--- src/rtl/uart_pkg.sv ---
`default_nettype none
// ============================================================================
// Module      : uart_pkg
// Description : Shared widths and lane type for the UART byte-to-word path.
// Revision    : 1.0 - initial release
// ============================================================================
package uart_pkg;

  localparam int BYTE_W = 8;
  localparam int WORD_W = 32;
  localparam int LANES  = 4;

  typedef logic [1:0] lane_t;

  // Map the arrival-order lane count onto the physical byte slot of the word.
  function automatic lane_t lane_slot(input lane_t lane, input bit little_endian);
    lane_t slot;
    if (little_endian) slot = lane;
    else               slot = 2'd3 - lane;
    return slot;
  endfunction

endpackage
`default_nettype wire

--- src/rtl/sync_fifo.sv ---
`default_nettype none
// ============================================================================
// Module      : sync_fifo
// Description : First-word-fall-through synchronous FIFO with occupancy count.
//               A push into a full FIFO is accepted only when a pop happens
//               in the same cycle; otherwise it is refused.
// Revision    : 1.0 - initial release
// ============================================================================
module sync_fifo #(
  parameter int WIDTH = 32,
  parameter int DEPTH = 4
) (
  input  logic             clk,
  input  logic             reset,
  input  logic             push,
  input  logic             pop,
  input  logic [WIDTH-1:0] wdata,
  output logic [WIDTH-1:0] rdata,
  output logic             full,
  output logic             empty,
  output logic [4:0]       level
);

  localparam int         PTR_W   = (DEPTH > 1) ? $clog2(DEPTH) : 1;
  localparam logic [4:0] C_DEPTH = 5'(DEPTH);

  logic [WIDTH-1:0] mem_q [DEPTH];
  logic [PTR_W-1:0] wr_ptr_q;
  logic [PTR_W-1:0] rd_ptr_q;
  logic [4:0]       count_q;

  logic w_do_push;
  logic w_do_pop;

  assign full  = (count_q == C_DEPTH);
  assign empty = (count_q == 5'd0);
  assign level = count_q;
  assign rdata = mem_q[rd_ptr_q];

  // Pop only real data; a full FIFO can take a push only while it drains.
  assign w_do_pop  = pop && !empty;
  assign w_do_push = push && (!full || w_do_pop);

  // Storage is cleared on reset so the head reads zero until the first push.
  always_ff @(posedge clk or posedge reset) begin
    if (reset) begin
      for (int i = 0; i < DEPTH; i++) begin
        mem_q[i] <= '0;
      end
    end else if (w_do_push) begin
      mem_q[wr_ptr_q] <= wdata;
    end
  end

  // Pointers wrap naturally because DEPTH is a power of two.
  always_ff @(posedge clk or posedge reset) begin
    if (reset) begin
      wr_ptr_q <= '0;
      rd_ptr_q <= '0;
      count_q  <= 5'd0;
    end else begin
      if (w_do_push) wr_ptr_q <= wr_ptr_q + 1'b1;
      if (w_do_pop)  rd_ptr_q <= rd_ptr_q + 1'b1;
      case ({w_do_push, w_do_pop})
        2'b10:   count_q <= count_q + 5'd1;
        2'b01:   count_q <= count_q - 5'd1;
        default: count_q <= count_q;
      endcase
    end
  end

endmodule
`default_nettype wire

--- src/rtl/byte_word_packer.sv ---
`default_nettype none
// ============================================================================
// Module      : byte_word_packer
// Description : Packs a strobed byte stream into 32-bit words, with flush of
//               partial words, and queues them in a word FIFO. Words that
//               arrive while the FIFO is full (and not draining) are dropped
//               and latched in a sticky overflow flag.
// Revision    : 1.0 - initial release
// ============================================================================
module byte_word_packer
  import uart_pkg::*;
#(
  parameter int DEPTH         = 4,
  parameter bit LITTLE_ENDIAN = 1'b1
) (
  input  logic              clk,
  input  logic              reset,
  input  logic [BYTE_W-1:0] byte_in,
  input  logic              byte_in_stb,
  input  logic              flush,
  output logic [WORD_W-1:0] word_out,
  output logic              word_valid,
  input  logic              word_ready,
  output logic [1:0]        lane,
  output logic [4:0]        level,
  output logic              overflow
);

  lane_t             lane_q, lane_d;
  logic [WORD_W-1:0] acc_q, acc_d;
  logic              overflow_q, overflow_d;

  logic [WORD_W-1:0] w_acc_merged;
  lane_t             w_slot;
  logic              w_word_done;
  logic              w_flush_push;
  logic              w_push;
  logic              w_drop;
  logic              w_full;
  logic              w_empty;

  assign w_slot = lane_slot(lane_q, LITTLE_ENDIAN);

  // Assembly register with the incoming byte merged into its slot.
  always_comb begin
    w_acc_merged = acc_q;
    if (byte_in_stb) begin
      for (int k = 0; k < LANES; k++) begin
        if (w_slot == lane_t'(k)) begin
          w_acc_merged[k*BYTE_W +: BYTE_W] = byte_in;
        end
      end
    end
  end

  // A word goes out on the 4th byte, or on flush when there is anything to
  // send (including a byte arriving in the same cycle). Both together still
  // make exactly one push of the merged word.
  assign w_word_done  = byte_in_stb && (lane_q == 2'd3);
  assign w_flush_push = flush && (byte_in_stb || (lane_q != 2'd0));
  assign w_push       = w_word_done || w_flush_push;

  // A full FIFO only accepts when the consumer pops in the same cycle.
  assign w_drop = w_push && w_full && !word_ready;

  // Next-state for lane counter, assembly register and sticky overflow.
  // The register is cleared on every push so unfilled lanes pad with zero.
  always_comb begin
    lane_d     = lane_q;
    acc_d      = acc_q;
    overflow_d = overflow_q | w_drop;
    if (w_push) begin
      lane_d = 2'd0;
      acc_d  = '0;
    end else if (byte_in_stb) begin
      lane_d = lane_q + 2'd1;
      acc_d  = w_acc_merged;
    end
  end

  // State registers; reset clears everything immediately.
  always_ff @(posedge clk or posedge reset) begin
    if (reset) begin
      lane_q     <= 2'd0;
      acc_q      <= '0;
      overflow_q <= 1'b0;
    end else begin
      lane_q     <= lane_d;
      acc_q      <= acc_d;
      overflow_q <= overflow_d;
    end
  end

  sync_fifo #(
    .WIDTH (WORD_W),
    .DEPTH (DEPTH)
  ) u_fifo (
    .clk   (clk),
    .reset (reset),
    .push  (w_push),
    .pop   (word_ready),
    .wdata (w_acc_merged),
    .rdata (word_out),
    .full  (w_full),
    .empty (w_empty),
    .level (level)
  );

  assign word_valid = !w_empty;
  assign lane       = lane_q;
  assign overflow   = overflow_q;

endmodule
`default_nettype wire

--- config.mk ---
export PLATFORM = sky130hd
export DESIGN_NAME = byte_word_packer
export DESIGN_NICKNAME = d
export VERILOG_FILES = /design/src/rtl/uart_pkg.sv /design/src/rtl/sync_fifo.sv /design/src/rtl/byte_word_packer.sv
export SDC_FILE = /design/constraint.sdc
export NUM_CORES = 1
export LEC_CHECK = 0
export ABC_CLOCK_PERIOD_IN_PS = 6350
export BUFFER_PORTS_ARGS = -buffer_cell sky130_fd_sc_hd__buf_2
export CELL_PAD_IN_SITES_DETAIL_PLACEMENT = 0
export CELL_PAD_IN_SITES_GLOBAL_PLACEMENT = 2
export CORE_ASPECT_RATIO = 1.2
export CORE_UTILIZATION = 30
export CTS_CLUSTER_DIAMETER = 150
export DETAILED_ROUTE_END_ITERATION = 10
export GPL_TIMING_DRIVEN = 0
export HOLD_SLACK_MARGIN = 0.03
export PLACE_DENSITY = 0.57
export SYNTH_ARGS = -nofsm -noshare
export SYNTH_HDL_FRONTEND = slang
export SYNTH_HIERARCHICAL = 1
export SYNTH_SLANG_ARGS = --single-unit
--- constraint.sdc ---
create_clock -name clk -period 6.35 [get_ports clk]
set_input_delay 1.27 -clock clk [delete_from_list [all_inputs] [get_ports clk]]
set_output_delay 1.27 -clock clk [all_outputs]
set_load 0.05 [all_outputs]
# == Word level (Yosys, flattened, before mapping) ==
# Index checks and enable logic that the tools add are counted.
# word_totals
reg_bits,172
latchBits,0
mem_bits_rw,0
mem_bits_ro,0
output_inout_bits,41
n_memories,0
# op_classes
n_addsub,5
mul,0
div,0
magnitude_cmp,3
eq_ne,6
n_shift,0
mux,16
bitwise,3
n_reduce_logical,18
# ops
op,count
32-bit 2-to-1 mux,6
128-bit bitwise mux,1
32-bit binary-select mux with 2-bit select,1
32-bit demux with 2-bit select,1
8-bit 2-to-1 mux,4
5-bit one-hot mux with 2 select lines,1
1-bit logical AND,7
"2-bit by 1-bit adder with 2-bit output, second input constant",3
"2-bit equality test, second input constant",3
"3-bit >= comparator, second input constant",2
2-bit NOT with 3-bit output,2
2-bit nonzero test,3
"5-bit by 1-bit adder with 5-bit output, second input constant",1
"5-bit by 3-bit equality test with 1-bit output, second input constant",1
5-bit logical NOT,1
"5-bit by 1-bit subtractor with 5-bit output, second input constant",1
"2-bit by 1-bit equality test with 1-bit output, second input constant",2
2-bit 2-to-1 mux,2
1-bit logical NOT,3
1-bit logical OR,3
"3-bit by 1-bit less-than comparator with 1-bit output, second input constant",1
2-bit logical NOT,1
1-bit bitwise OR,1

# == Logic depth before layout (Yosys ltp) ==
# Gate-level depths: netlist of run 1.
# depth
word_depth,7
depth_mapped,15
ltp_nobuf,12

# == Hierarchy ==
# Netlist of run 1, hierarchy kept.
# modules_own_cells
mod,n_inst,cells_per_inst,area_each_um2,seq_area_each_um2
sync_fifo,1,377,6284.8,3428.3
byte_word_packer,1,204,2021.9,875.8

# == Least setup slack after synthesis of run 1 ==
# OpenSTA, ideal clock, no wires.
# synth_timing
path_kind,input to register
start,in flush
end,"reg u_fifo.count_q[4], in the netlist u_fifo/level[4]"
setup_ns,0.083
t_arrival_ns,3.309
path_slack_ns,2.958
path_stages,12
n_path_buf,2
cell_sequence,o21a_1 -> buf_6 -> or2_2 -> buf_4 -> nor2b_1 -> o21ai_2 -> inv_1 -> ha_1 -> a21o_1 -> a21oi_1 -> mux2i_1 -> xor2_1
# synth_via
elab_chain_len,5
elab_cells_between_ends,7
# synth_lines
element,line_no,source
from (decl),byte_word_packer.sv:20,"input logic flush,"
1-bit logical AND (*),byte_word_packer.sv:60,assign w_flush_push = flush && (byte_in_stb || (lane_q != 2'd0));
1-bit logical OR (*),byte_word_packer.sv:61,assign w_push = w_word_done || w_flush_push;
net w_push,byte_word_packer.sv:37,logic w_push;
1-bit logical AND (*),sync_fifo.sv:42,assign w_do_push = push && (!full || w_do_pop);
2-bit by 1-bit equality test with 1-bit output or 2-bit equality test (tied branches),sync_fifo.sv:64,"case ({w_do_push, w_do_pop})"
5-bit one-hot mux with 2 select lines or 2-bit nonzero test (tied branches),-,
to (signal assigned),sync_fifo.sv:65,2'b10: count_q <= count_q + 5'd1;
to (signal assigned),sync_fifo.sv:66,2'b01: count_q <= count_q - 5'd1;
to (signal assigned),sync_fifo.sv:67,default: count_q <= count_q;
to (decl),sync_fifo.sv:30,logic [4:0] count_q;
# Mark *: on every way through the listed nets, which the timed path passes. The rest lies on a longest branch.
# A chain may end at the register's enable or synchronous reset.

# == Final worst setup path of run 1 ==
# layout_timing
start,reg u_fifo.rd_ptr_q[1]
end,out word_out[15]
# layout_via
elab_chain_len,4
# layout_lines
element,line_no,source
from (decl),sync_fifo.sv:29,logic [PTR_W-1:0] rd_ptr_q;
from (signal assigned),sync_fifo.sv:63,if (w_do_pop) rd_ptr_q <= rd_ptr_q + 1'b1;
2-bit NOT with 3-bit output (not written as such),sync_fifo.sv:38,assign rdata = mem_q[rd_ptr_q];
32-bit binary-select mux with 2-bit select,sync_fifo.sv:38,
32-bit 2-to-1 mux (not written as such) (2 in a row),sync_fifo.sv:38,
to (decl),byte_word_packer.sv:21,"output logic [WORD_W-1:0] word_out,"
# No other way between the ends. The select of a mux whose other input is x is not followed.

==> key figures, run 1 <==
Yosys
  – Ys async rst share: 100%
  – Sequential fraction of the synthesis area: 51.8%
  – Cells after synthesis: 581
  – Yosys warnings: 6
  – #FFs+latches synth: 172
  – Top_reg_cell synth: dfrtp_1
  – Mapped Area: 0.00831 mm2
  – Syn_nets: 606
  – Avg Inst Size Synth: 14.3 um2
  – Synth cell types: 44
  – Number of synthesized flops with an enable pin: 0

Finish
  – Final core utilization: 35.6%
  – Reg area: 0.00430 mm2
  – Fill count: 2605
  – Antenna diodes: 0
  – Design area: 0.00968 mm2
  – Final nets: 679
  – Final non-filler cell total: 1007
  – Area growth syn-to-layout: 16.5%
  – Layout cells sized above 1: 49.5%
  – Multi-input combinational cell area: 0.00361 mm2

Worst setup path
  – R2R Path Start: lane[0]
  – Most used cell along the critical path: clkbuf_1
  – WP data arrival: 2.43 ns
  – WP data required: 5.08 ns
  – CP Cell Sequence: clkbuf_1 > clkbuf_1 > mux4_2 > buf_2
  – Reg-to-reg slack, setup: 3.15 ns
  – Reg2Reg Depth: 15
  – Startpoint class of the critical path: register
  – Critical path type: register to primary output
  – Buf/Inv on CP: 3
  – Largest stage delay on the critical path: 0.71 ns
  – Crit path launch: u_fifo/rd_ptr_q[1]
  – Worst Setup EP: word_out[15]
  – Slowest stage cell on the critical path: clkbuf_1
  – CP max FO: 10
  – Stages on worst setup path: 4
  – CP endpoint kind: primary output
  – Reg-to-reg endpoint: u_fifo/level[4]
  – Family with the most delay on the worst path: buffers and inverters

Global route
  – Total track usage: 15.5%
  – GRT Residual Overflow: 0
  – First-pass GRT wire length: 32.4 mm
  – Initial antenna violation count: 1
  – Largest net degree at the start of global routing: 75
  – Vias in the first global route: 5524

Timing
  – Slew headroom: 40.7%
  – Hold Vio Cnt, Final: 0
  – Final worst-path cycle share: 58.3%
  – Max-slew violations: 0
  – Clock period minus worst slack: 3.70 ns
  – Unrepaired setup endpoints after global routing: false
  – Tightest Pin Transition: 0.889 ns
  – Max Freq: 270 MHz
  – Total Neg Setup Slack: 0 ns
  – Final Skew: 0.00903 ns
  – Setup-failing EPs final: 0

Placement
  – Cells after DPL: 975
  – HPWL Detailed: 14.3 mm
  – IO Port Bufs: 53
  – GP Congestion: 0.724
  – Placement Cell Area: 0.00903 mm2

Worst hold path
  – Worst min path class: register to register

Floorplan
  – Core Box Area: 0.0272 mm2
  – Num ports: 54
  – Initial core utilization: 30.6%
  – Height of the die: 184 um
  – Die footprint: 0.0284 mm2
  – DIE WIDTH: 154 um
  – Rows: 66

Clock tree
  – Clock slew at reported path FFs: 0.07 ns
  – Num CTS Buffers: 17
  – H-tree Lvls: 4
  – Post-CTS Repair Setup Buffers: 0
  – CTS max path bufs: 2
  – Post-cts sizing count: 0
  – Clk sinks: 172
  – Worst skew pair latency: 0.44 ns
  – Root Buffer: clkbuf_16
  – Hold buffer count at CTS: 0
  – CTS tree: built

Routing
  – Residual DRC: 0
  – Routed len/inst: 20.1 um
  – Vias post-DR: 4984
  – Post-Route WL: 20.2 mm
  – Pre-antenna DRT Iters: 4
  – Initial DRC Count: 176
  – Final ANT Viol Nets: 0
  – Vias per cell: 4.95

Power
  – Leak: 4.80 nW
  – P per Cell Area: 526 mW/mm2
  – Total power: 0.00510 W
  – Max VDD drop: 190 uV

Run
  – Max Cap Violations: 0

Outcome
  – Status: complete, no violations
## logic make-up after synthesis
group	synth area share, %
AO/OA/AOI/OAI	8.57
adder cells (fa/ha/maj)	1.90
AND/OR/NAND/NOR	5.20
buffers and inverters	4.68
flip-flops	51.8
multiplexers	27.0
XOR/XNOR	0.844
## synth_stat cells, types with 2 or more instances
cell | count | area share, %
mux2_2 | 120 | 16
nand2_4 | 4 | 0.54
ha_1 | 11 | 1.7
mux2_4 | 8 | 1.4
a21oi_1 | 3 | 0.18
dfrtp_1 | 172 | 52
clkbuf_2 | 2 | 0.12
buf_2 | 15 | 0.90
a211oi_1 | 30 | 2.7
buf_4 | 4 | 0.36
mux2i_1 | 5 | 0.60
nand2_1 | 34 | 1.5
buf_6 | 18 | 2.4
a21bo_2 | 31 | 3.7
nor2b_1 | 4 | 0.30
xor2_1 | 3 | 0.32
nor2_1 | 5 | 0.23
a211oi_2 | 2 | 0.30
clkbuf_1 | 4 | 0.18
nor3_1 | 2 | 0.12
inv_1 | 13 | 0.59
nand3_1 | 32 | 1.9
o21ai_2 | 2 | 0.21
xnor2_1 | 5 | 0.53
buf_1 | 2 | 0.090
mux4_2 | 32 | 8.7
## area by class of cell
type | instances | share of cell area (%)
plain buffers | 45 | 3.52
clock buffers | 17 | 4.39
clock inverters | 15 | 2.33
inverters | 13 | 0.556
multi-input cells | 351 | 37.3
flip-flops and latches | 172 | 44.5
well taps | 340 | 4.39
repair buffers | 54 | 3.02
## registers in the layout, summed over array words and instances (netlist names)
| name | cells |
|---|---|
| u_fifo/rd_ptr_q | 2 |
| u_fifo/level | 5 |
| overflow | 1 |
| u_fifo/mem_q | 128 |
| u_fifo/wr_ptr_q | 2 |
| acc_q | 32 |
| lane | 2 |
## cells in the final DEF, fill, tap and decap left out, types with 5 or more instances in the layout
cell type and count:
a211oi_1 30, a21bo_2 31, buf_2 68, buf_6 18
clkbuf_16 17, dfrtp_1 172, ha_1 11, inv_1 11
inv_6 9, mux2_2 120, mux2_4 8, mux2i_1 5
mux4_2 32, nand2_1 34, nand3_1 32, nor2_1 5
xnor2_1 5
## worst min-delay path by stage
stage               cells past startpoint               end             start  slack, ns
global placement                        1  u_fifo/mem_q[57]  u_fifo/mem_q[57]       0.48
CTS                                     1  u_fifo/mem_q[54]  u_fifo/mem_q[54]       0.51
detailed placement                      1  u_fifo/mem_q[32]  u_fifo/mem_q[32]       0.49
floorplan                               1  u_fifo/mem_q[32]  u_fifo/mem_q[32]       0.47
global route                            1  u_fifo/mem_q[17]  u_fifo/mem_q[17]       0.52
finish                                  1          overflow          overflow       0.50
## through the flow
| stage | setup WS [ns] | hold WS, ns |
|---|---|---|
| 2_1_floorplan | 1.41 | 0.474 |
| 3_3_place_gp | 0.0384 | 0.481 |
| 3_5_place_dp | 2.57 | 0.489 |
| 4_1_cts | 2.56 | 0.507 |
| 5_1_grt | 2.55 | 0.517 |
| 6_report | 2.65 | 0.501 |
## layer usage
layer | GRT usage [%] | vias to the layer above | wire [um]
li1 | - | 2283 | -
met1 | 18.7 | 2621 | 8710
met2 | 27.1 | 55 | 10700
met3 | 3.29 | 23 | 500
met4 | 5.36 | 2 | 325
met5 | 0 | - | 13
## worst reg2reg max path: stages (launching register included)
cell	delay [ns]
dfrtp_1	0.47
inv_1	0.12
ha_1	0.15
buf_4	0.18
nor2b_1	0.06
buf_2	0.19
or2_2	0.32
buf_4	0.17
nor2b_1	0.17
o21ai_2	0.10
inv_1	0.15
ha_1	0.28
a21o_1	0.17
a21oi_1	0.20
mux2i_1	0.24
xor2_1	0.16
## where the power goes
group          internal [W]  total, W  switching, W  leakage (nW)
combinational      0.000927   0.00227       0.00134          2.17
clock              0.000675   0.00115      0.000479         0.315
sequential          0.00147   0.00167      0.000202          2.32
Power figures use the tool's default switching activity.
==> run 2, diff against run 1 <==
--- a/config.mk
+++ b/config.mk
@@ -5,7 +5,7 @@
 export SDC_FILE = /design/constraint.sdc
 export NUM_CORES = 1
 export LEC_CHECK = 0
-export ABC_CLOCK_PERIOD_IN_PS = 6350
+export ABC_CLOCK_PERIOD_IN_PS = 3800
 export BUFFER_PORTS_ARGS = -buffer_cell sky130_fd_sc_hd__buf_2
 export CELL_PAD_IN_SITES_DETAIL_PLACEMENT = 0
 export CELL_PAD_IN_SITES_GLOBAL_PLACEMENT = 2
==> constraint.sdc (replaced) <==
create_clock -name clk -period 3.8 [get_ports clk]
set_input_delay 0.76 -clock clk [delete_from_list [all_inputs] [get_ports clk]]
set_output_delay 0.76 -clock clk [all_outputs]
set_load 0.05 [all_outputs]
==> run 2 against run 1 <==
Global-route usage down 0.27 points. Combinational power is 67% higher. Via count decreased by 0.38%. Wire length fell by 1.2%. Final cell count is 0.20% higher. Setup slack got worse by 2.1 ns. Clock skew down 0.00073 ns. Largest power group unchanged. Clock power rose by 63%. Sequential power grew 67%. Core utilization increased by 0.065 points. First-iteration DRC count is 4.5% lower. Critical path depth is 11 higher.
==> key figures, run 2 (synthesis results as in run 1) <==
Clock tree
  – Hold buffer count at CTS: 0
  – Post-CTS Repair Setup Buffers: 0
  – Clock slew at reported path FFs: 0.07 ns
  – Post-cts sizing count: 0
  – H-tree Lvls: 4
  – Root Buffer: clkbuf_16
  – Num CTS Buffers: 17
  – Worst skew pair latency: 0.43 ns
  – CTS tree: built
  – CTS max path bufs: 2
  – Clk sinks: 172

Routing
  – Vias per cell: 4.92
  – Final ANT Viol Nets: 0
  – Residual DRC: 0
  – Post-Route WL: 20.0 mm
  – Routed len/inst: 19.8 um
  – Initial DRC Count: 168
  – Pre-antenna DRT Iters: 4
  – Vias post-DR: 4965

Placement
  – HPWL Detailed: 14.3 mm
  – Cells after DPL: 977
  – GP Congestion: 0.713
  – IO Port Bufs: 53
  – Place WS: 0.545 ns

Finish
  – Antenna diodes: 0
  – Fill count: 2602
  – Final nets: 681
  – Area growth syn-to-layout: 16.7%
  – Flip-flop count of the largest register after layout: 128
  – Multi-input combinational cell area: 0.00361 mm2
  – Most frequent cells in the layout: dfrtp_1 (172), mux2_2 (120), buf_2 (68)
  – Final non-filler cell total: 1009
  – Layout cells sized above 1: 49.6%
  – Most common cell after layout, fill and taps aside: dfrtp_1
  – Top reg by flops: u_fifo/mem_q
  – Final core utilization: 35.7%
  – Reg area: 0.00430 mm2

Timing
  – Setup-failing EPs final: 0
  – Max-slew violations: 0
  – Slew headroom: 42.7%
  – Final Skew: 0.00830 ns
  – Setup ws final: 0.599 ns
  – Worst hold slack: 0.438 ns
  – Tightest Pin Transition: 0.859 ns
  – Max Freq: 312 MHz
  – Final worst-path cycle share: 84.2%
  – Hold Vio Cnt, Final: 0
  – Unrepaired setup endpoints after global routing: false
  – Clock period minus worst slack: 3.20 ns
  – Total Neg Setup Slack: 0 ns

Worst setup path
  – Largest stage delay on the critical path: 0.46 ns
  – WP data required: 4.16 ns
  – CP max FO: 9
  – Stages on worst setup path: 15
  – Family with the most delay on the worst path: buffers and inverters
  – WP data arrival: 3.56 ns
  – Startpoint class of the critical path: register
  – Critical path type: register to register
  – Reg2Reg Depth: 15
  – Buf/Inv on CP: 5
  – CP Cell Sequence: inv_1 > ha_1 > buf_4 > nor2b_1 > buf_2 > or2_2 > buf_4 > nor2b_1 > o21ai_2 > inv_1 > ha_1 > a21o_1 > a21oi_1 > mux2i_1 > xor2_1
  – CP endpoint kind: register
  – Slowest stage cell on the critical path: dfrtp_1

Global route
  – First-pass GRT wire length: 31.7 mm
  – GRT Residual Overflow: 0
  – Total track usage: 15.2%
  – Vias in the first global route: 5403
  – Largest net degree at the start of global routing: 45
  – Initial antenna violation count: 1

Outcome
  – Status: complete, no violations

Floorplan
  – Initial core utilization: 30.6%
  – DIE WIDTH: 154 um
  – Core Box Area: 0.0272 mm2
  – Height of the die: 184 um
  – Num ports: 54
  – Rows: 66
  – Die footprint: 0.0284 mm2

Power
  – P per Cell Area: 874 mW/mm2
  – Max VDD drop: 328 uV
  – Leak: 4.80 nW

Run
  – Max Cap Violations: 0

Worst hold path
  – Worst min path class: primary input to asynchronous set/reset pin
-- run 2: cell types whose count changed in the layout (fill, tap and decap cells not counted) --
cell	before	now
clkinv_2	0	1
clkinvlp_4	1	4
buf_16	1	0
clkinv_4	0	2
inv_6	9	4
buf_12	0	3
clkinv_8	1	0
-- run 2: layout make-up --
class	count	area share, %
buffer	45	3.51
multi-input combinational	351	37.3
timing repair buffer	56	3.35
inverter	13	0.542
clock inverter	15	2.18
sequential	172	44.4
clock buffer	17	4.39
tap	340	4.39
-- run 2: worst paths after layout --
path	startpoint	to	slack [ns]
min reg2reg	u_fifo/mem_q[43]	u_fifo/mem_q[43]	0.50
max	lane[0]	u_fifo/level[4]	0.60
min in group clk	u_fifo/mem_q[43]	u_fifo/mem_q[43]	0.50
max reg2reg	lane[0]	u_fifo/level[4]	0.60
min	reset	u_fifo/mem_q[0]	0.44
max in group asynchronous	reset	u_fifo/mem_q[18]	2.51
-- run 2: power by group --
part           internal (W)  leakage, nW  switching, W
registers           0.00246         2.32      0.000335
logic               0.00155         2.18       0.00225
clock network       0.00111        0.303      0.000770
-- run 2: per-stage QoR --
stage	power, W	area, um2
5_1_grt	0.00899	9700
3_3_place_gp	0.00655	9000
3_5_place_dp	0.00670	9060
2_1_floorplan	0.00576	8310
4_1_cts	0.00862	9700
6_report	0.00847	9700
-- run 2: routing by layer --
layer	wire length, um	GRT usage (%)	part of all wire (%)	up-vias
li1	-	-	-	2272
met1	8680	18.4	43	2624
met2	10600	27.0	53	48
met3	418	2.92	2.1	19
met4	305	5.16	1.5	2
met5	13	0	0.065	-
==> run 3, diff against run 2 <==
--- a/config.mk
+++ b/config.mk
@@ -5,7 +5,8 @@
 export SDC_FILE = /design/constraint.sdc
 export NUM_CORES = 1
 export LEC_CHECK = 0
-export ABC_CLOCK_PERIOD_IN_PS = 3800
+export ABC_AREA = 1
+export ABC_CLOCK_PERIOD_IN_PS = 3200
 export BUFFER_PORTS_ARGS = -buffer_cell sky130_fd_sc_hd__buf_2
 export CELL_PAD_IN_SITES_DETAIL_PLACEMENT = 0
 export CELL_PAD_IN_SITES_GLOBAL_PLACEMENT = 2
@@ -15,7 +16,7 @@
 export DETAILED_ROUTE_END_ITERATION = 10
 export GPL_TIMING_DRIVEN = 0
 export HOLD_SLACK_MARGIN = 0.03
-export PLACE_DENSITY = 0.57
+export PLACE_DENSITY = 0.66
 export SYNTH_ARGS = -nofsm -noshare
 export SYNTH_HDL_FRONTEND = slang
 export SYNTH_HIERARCHICAL = 1
==> constraint.sdc (replaced) <==
create_clock -name clk -period 3.2 [get_ports clk]
set_input_delay 0.64 -clock clk [delete_from_list [all_inputs] [get_ports clk]]
set_output_delay 0.64 -clock clk [all_outputs]
set_load 0.05 [all_outputs]
==> run 3 against run 2 <==
Clock power rose by 11%. Highest routed layer is now met4. Sequential share of layout area is 0.080 points higher. Wire length grew 34%. Setup slack lost 0.39 ns. Sequential power grew 18%. Flip-flop and latch count did not move. Critical endpoint is now word_out[20]. Register-to-register slack worse by 0.24 ns.
==> key figures, run 3 <==
Worst setup path
  – Startpoint class of the critical path: register
  – Crit path launch: u_fifo/rd_ptr_q[0]
  – CP endpoint kind: primary output
  – WP data arrival: 2.35 ns
  – WP data required: 2.56 ns
  – Critical path type: register to primary output
  – R2R Path Start: lane[0]
  – CP max FO: 10

Finish
  – Most frequent cells in the layout: nand2_1 (489), dfrtp_1 (172), nor2_1 (71)
  – Fill count: 2935
  – Multi-input combinational cell area: 0.00335 mm2
  – Final core utilization: 35.6%
  – Top reg by flops: u_fifo/mem_q
  – Design area: 0.00968 mm2
  – Most common cell after layout, fill and taps aside: nand2_1
  – Reg area: 0.00430 mm2
  – Antenna diodes: 0
  – Area growth syn-to-layout: 16.4%
  – Layout cells sized above 1: 15.5%
  – Final nets: 1138
  – Flip-flop count of the largest register after layout: 128

Yosys
  – Sequential fraction of the synthesis area: 51.8%
  – Mapped Area: 0.00832 mm2
  – Yosys warnings: 6
  – Syn_nets: 1062
  – Avg Inst Size Synth: 8.02 um2
  – Largest cells by area after synthesis: dfrtp_1 (52%), nand2_1 (22%), o21ai_0 (3.9%), nor2_1 (3.2%), inv_1 (2.4%)
  – Cells after synthesis: 1037
  – Synth cell types: 28
  – #FFs+latches synth: 172
  – Most frequent cells after synthesis: nand2_1 (489), dfrtp_1 (172), nor2_1 (71)
  – Top_reg_cell synth: dfrtp_1
  – Area leader, netlist: dfrtp_1
  – Ys async rst share: 100%
  – Post-synth top area share: 51.8%
  – Number of synthesized flops with an enable pin: 0
  – Cell with the most instances after synthesis: nand2_1

Clock tree
  – Hold buffer count at CTS: 0
  – Num CTS Buffers: 17
  – Clock slew at reported path FFs: 0.08 ns
  – CTS max path bufs: 2
  – Root Buffer: clkbuf_16
  – Clk sinks: 172
  – Worst skew pair latency: 0.44 ns
  – CTS tree: built
  – H-tree Lvls: 4

Timing
  – Unrepaired setup endpoints after global routing: false
  – Total Neg Setup Slack: 0 ns
  – Final Skew: 0.0118 ns
  – Max Freq: 334 MHz
  – Tightest Pin Transition: 0.828 ns
  – Hold Vio Cnt, Final: 0
  – Slew headroom: 44.7%
  – Setup-failing EPs final: 0
  – Clock period minus worst slack: 2.99 ns
  – Max-slew violations: 0
  – Worst hold slack: 0.192 ns
  – Final worst-path cycle share: 93.5%

Floorplan
  – Core Box Area: 0.0272 mm2
  – Die footprint: 0.0284 mm2
  – Num ports: 54
  – Rows: 66
  – Initial core utilization: 30.6%
  – Height of the die: 184 um
  – DIE WIDTH: 154 um

Placement
  – IO Port Bufs: 52
  – GP Congestion: 0.744
  – Placement Cell Area: 0.00908 mm2
  – HPWL Detailed: 17.8 mm

Run
  – Max Cap Violations: 0

Routing
  – Initial DRC Count: 409
  – Post-Route WL: 26.7 mm
  – Residual DRC: 0
  – Routed len/inst: 18.2 um
  – Pre-antenna DRT Iters: 5
  – Vias per cell: 4.56
  – Vias post-DR: 6692
  – Final ANT Viol Nets: 0

Worst hold path
  – Worst min path class: primary input to asynchronous set/reset pin

Power
  – Flop pwr share: 33.3%
  – Max VDD drop: 396 uV
  – Total power: 0.00992 W
  – Comb power frac: 45.8%
  – P per Cell Area: 1020 mW/mm2
  – Sw Pwr: 0.00470 W
  – P_int: 0.00522 W
  – Switching share of power: 47.4%
  – Clock power frac: 20.9%
  – Leak: 5.45 nW

Global route
  – First-pass GRT wire length: 41.6 mm
  – Total track usage: 20.0%
  – Largest net degree at the start of global routing: 37
  – Initial antenna violation count: 0
  – GRT Residual Overflow: 0
  – Vias in the first global route: 6729

Outcome
  – Status: complete, no violations
## run 3: cell count changes in the layout (fill, tap and decap cells not counted), moves of 30 or more
cell | before | now
nand2_1 | 34 | 489
mux2_2 | 120 | 0
nor2_1 | 5 | 71
o21ai_0 | 1 | 65
inv_1 | 11 | 51
mux4_2 | 32 | 0
a21bo_2 | 31 | 0
o22ai_1 | 1 | 32
a211oi_1 | 30 | 0
## run 3: routing by layer
metal / vias to the layer above / wire (um) / GRT usage, %
li1: 3367 / - / -
met1: 3219 / 12900 / 27.6
met2: 86 / 12700 / 32.8
met3: 20 / 660 / 2.59
met4: 0 / 387 / 5.92
met5: - / 0 / 0
## run 3: cell type report
class,count,area share (%)
multi-input combinational,744,34.6
tap,340,4.39
sequential,172,44.5
buffer,56,4.34
clock buffer,18,4.54
clock inverter,14,1.41
timing repair buffer,57,3.59
inverter,65,2.70
## run 3: timing repair
action,in CTS,in global routing
resized for setup,6,3
buffers inserted,0,1
setup endpoints to repair,30,5
endpoints found under the hold margin,0,0
## run 3: logic make-up (layout without fill, tap and decap cells)
kind of cell	Yosys count	in the layout	share of synthesized area [%]
buffers and inverters	121	210	8.00
AOI/OAI and AO/OA	103	103	6.68
DFF	172	172	51.8
and+or+nand+nor	624	624	31.1
adders and majority gates	12	12	1.90
xor gates and xnor gates	5	5	0.527
## run 3: final timing paths
check                                    endpoint  slack [ns]  cells past startpoint
worst min register to register   u_fifo/mem_q[42]        0.47                      2
worst min-delay path            u_fifo/mem_q[122]        0.19                      2
worst max register to register    u_fifo/level[4]        0.36                     17
max in group asynchronous       u_fifo/mem_q[103]        2.20                      4
worst max-delay path                 word_out[20]        0.21                      6
min in group clk                 u_fifo/mem_q[42]        0.47                      2
## run 3: through the flow
| step | setup WS (ns) | std cells |
|---|---|---|
| 6_report | 0.209 | 1466 |
| 5_1_grt | 0.0501 | 1466 |
| 4_1_cts | 0.0825 | 1465 |
| 3_5_place_dp | 0.179 | 1433 |
| 3_3_place_gp | -0.428 | 1429 |
| 2_1_floorplan | 0.306 | 1037 |
## run 3: power by group through the flow
| stage | clock [W] | sequential, W | combinational, W |
|---|---|---|---|
| floorplan | 0 | 0.00336 | 0.00323 |
| global placement | 0 | 0.00332 | 0.00459 |
| detailed placement | 0 | 0.00334 | 0.00461 |
| CTS | 0.00215 | 0.00330 | 0.00463 |
| global route | 0.00223 | 0.00339 | 0.00500 |
| finish | 0.00208 | 0.00330 | 0.00454 |
## run 3: worst max-delay path, stage by stage, from the launching register on
cell and delay (ns):
dfrtp_1 0.39, inv_1 0.07, clkbuf_2 0.32, clkbuf_1 0.47
o21ai_0 0.16, o22ai_1 0.19, buf_2 0.30
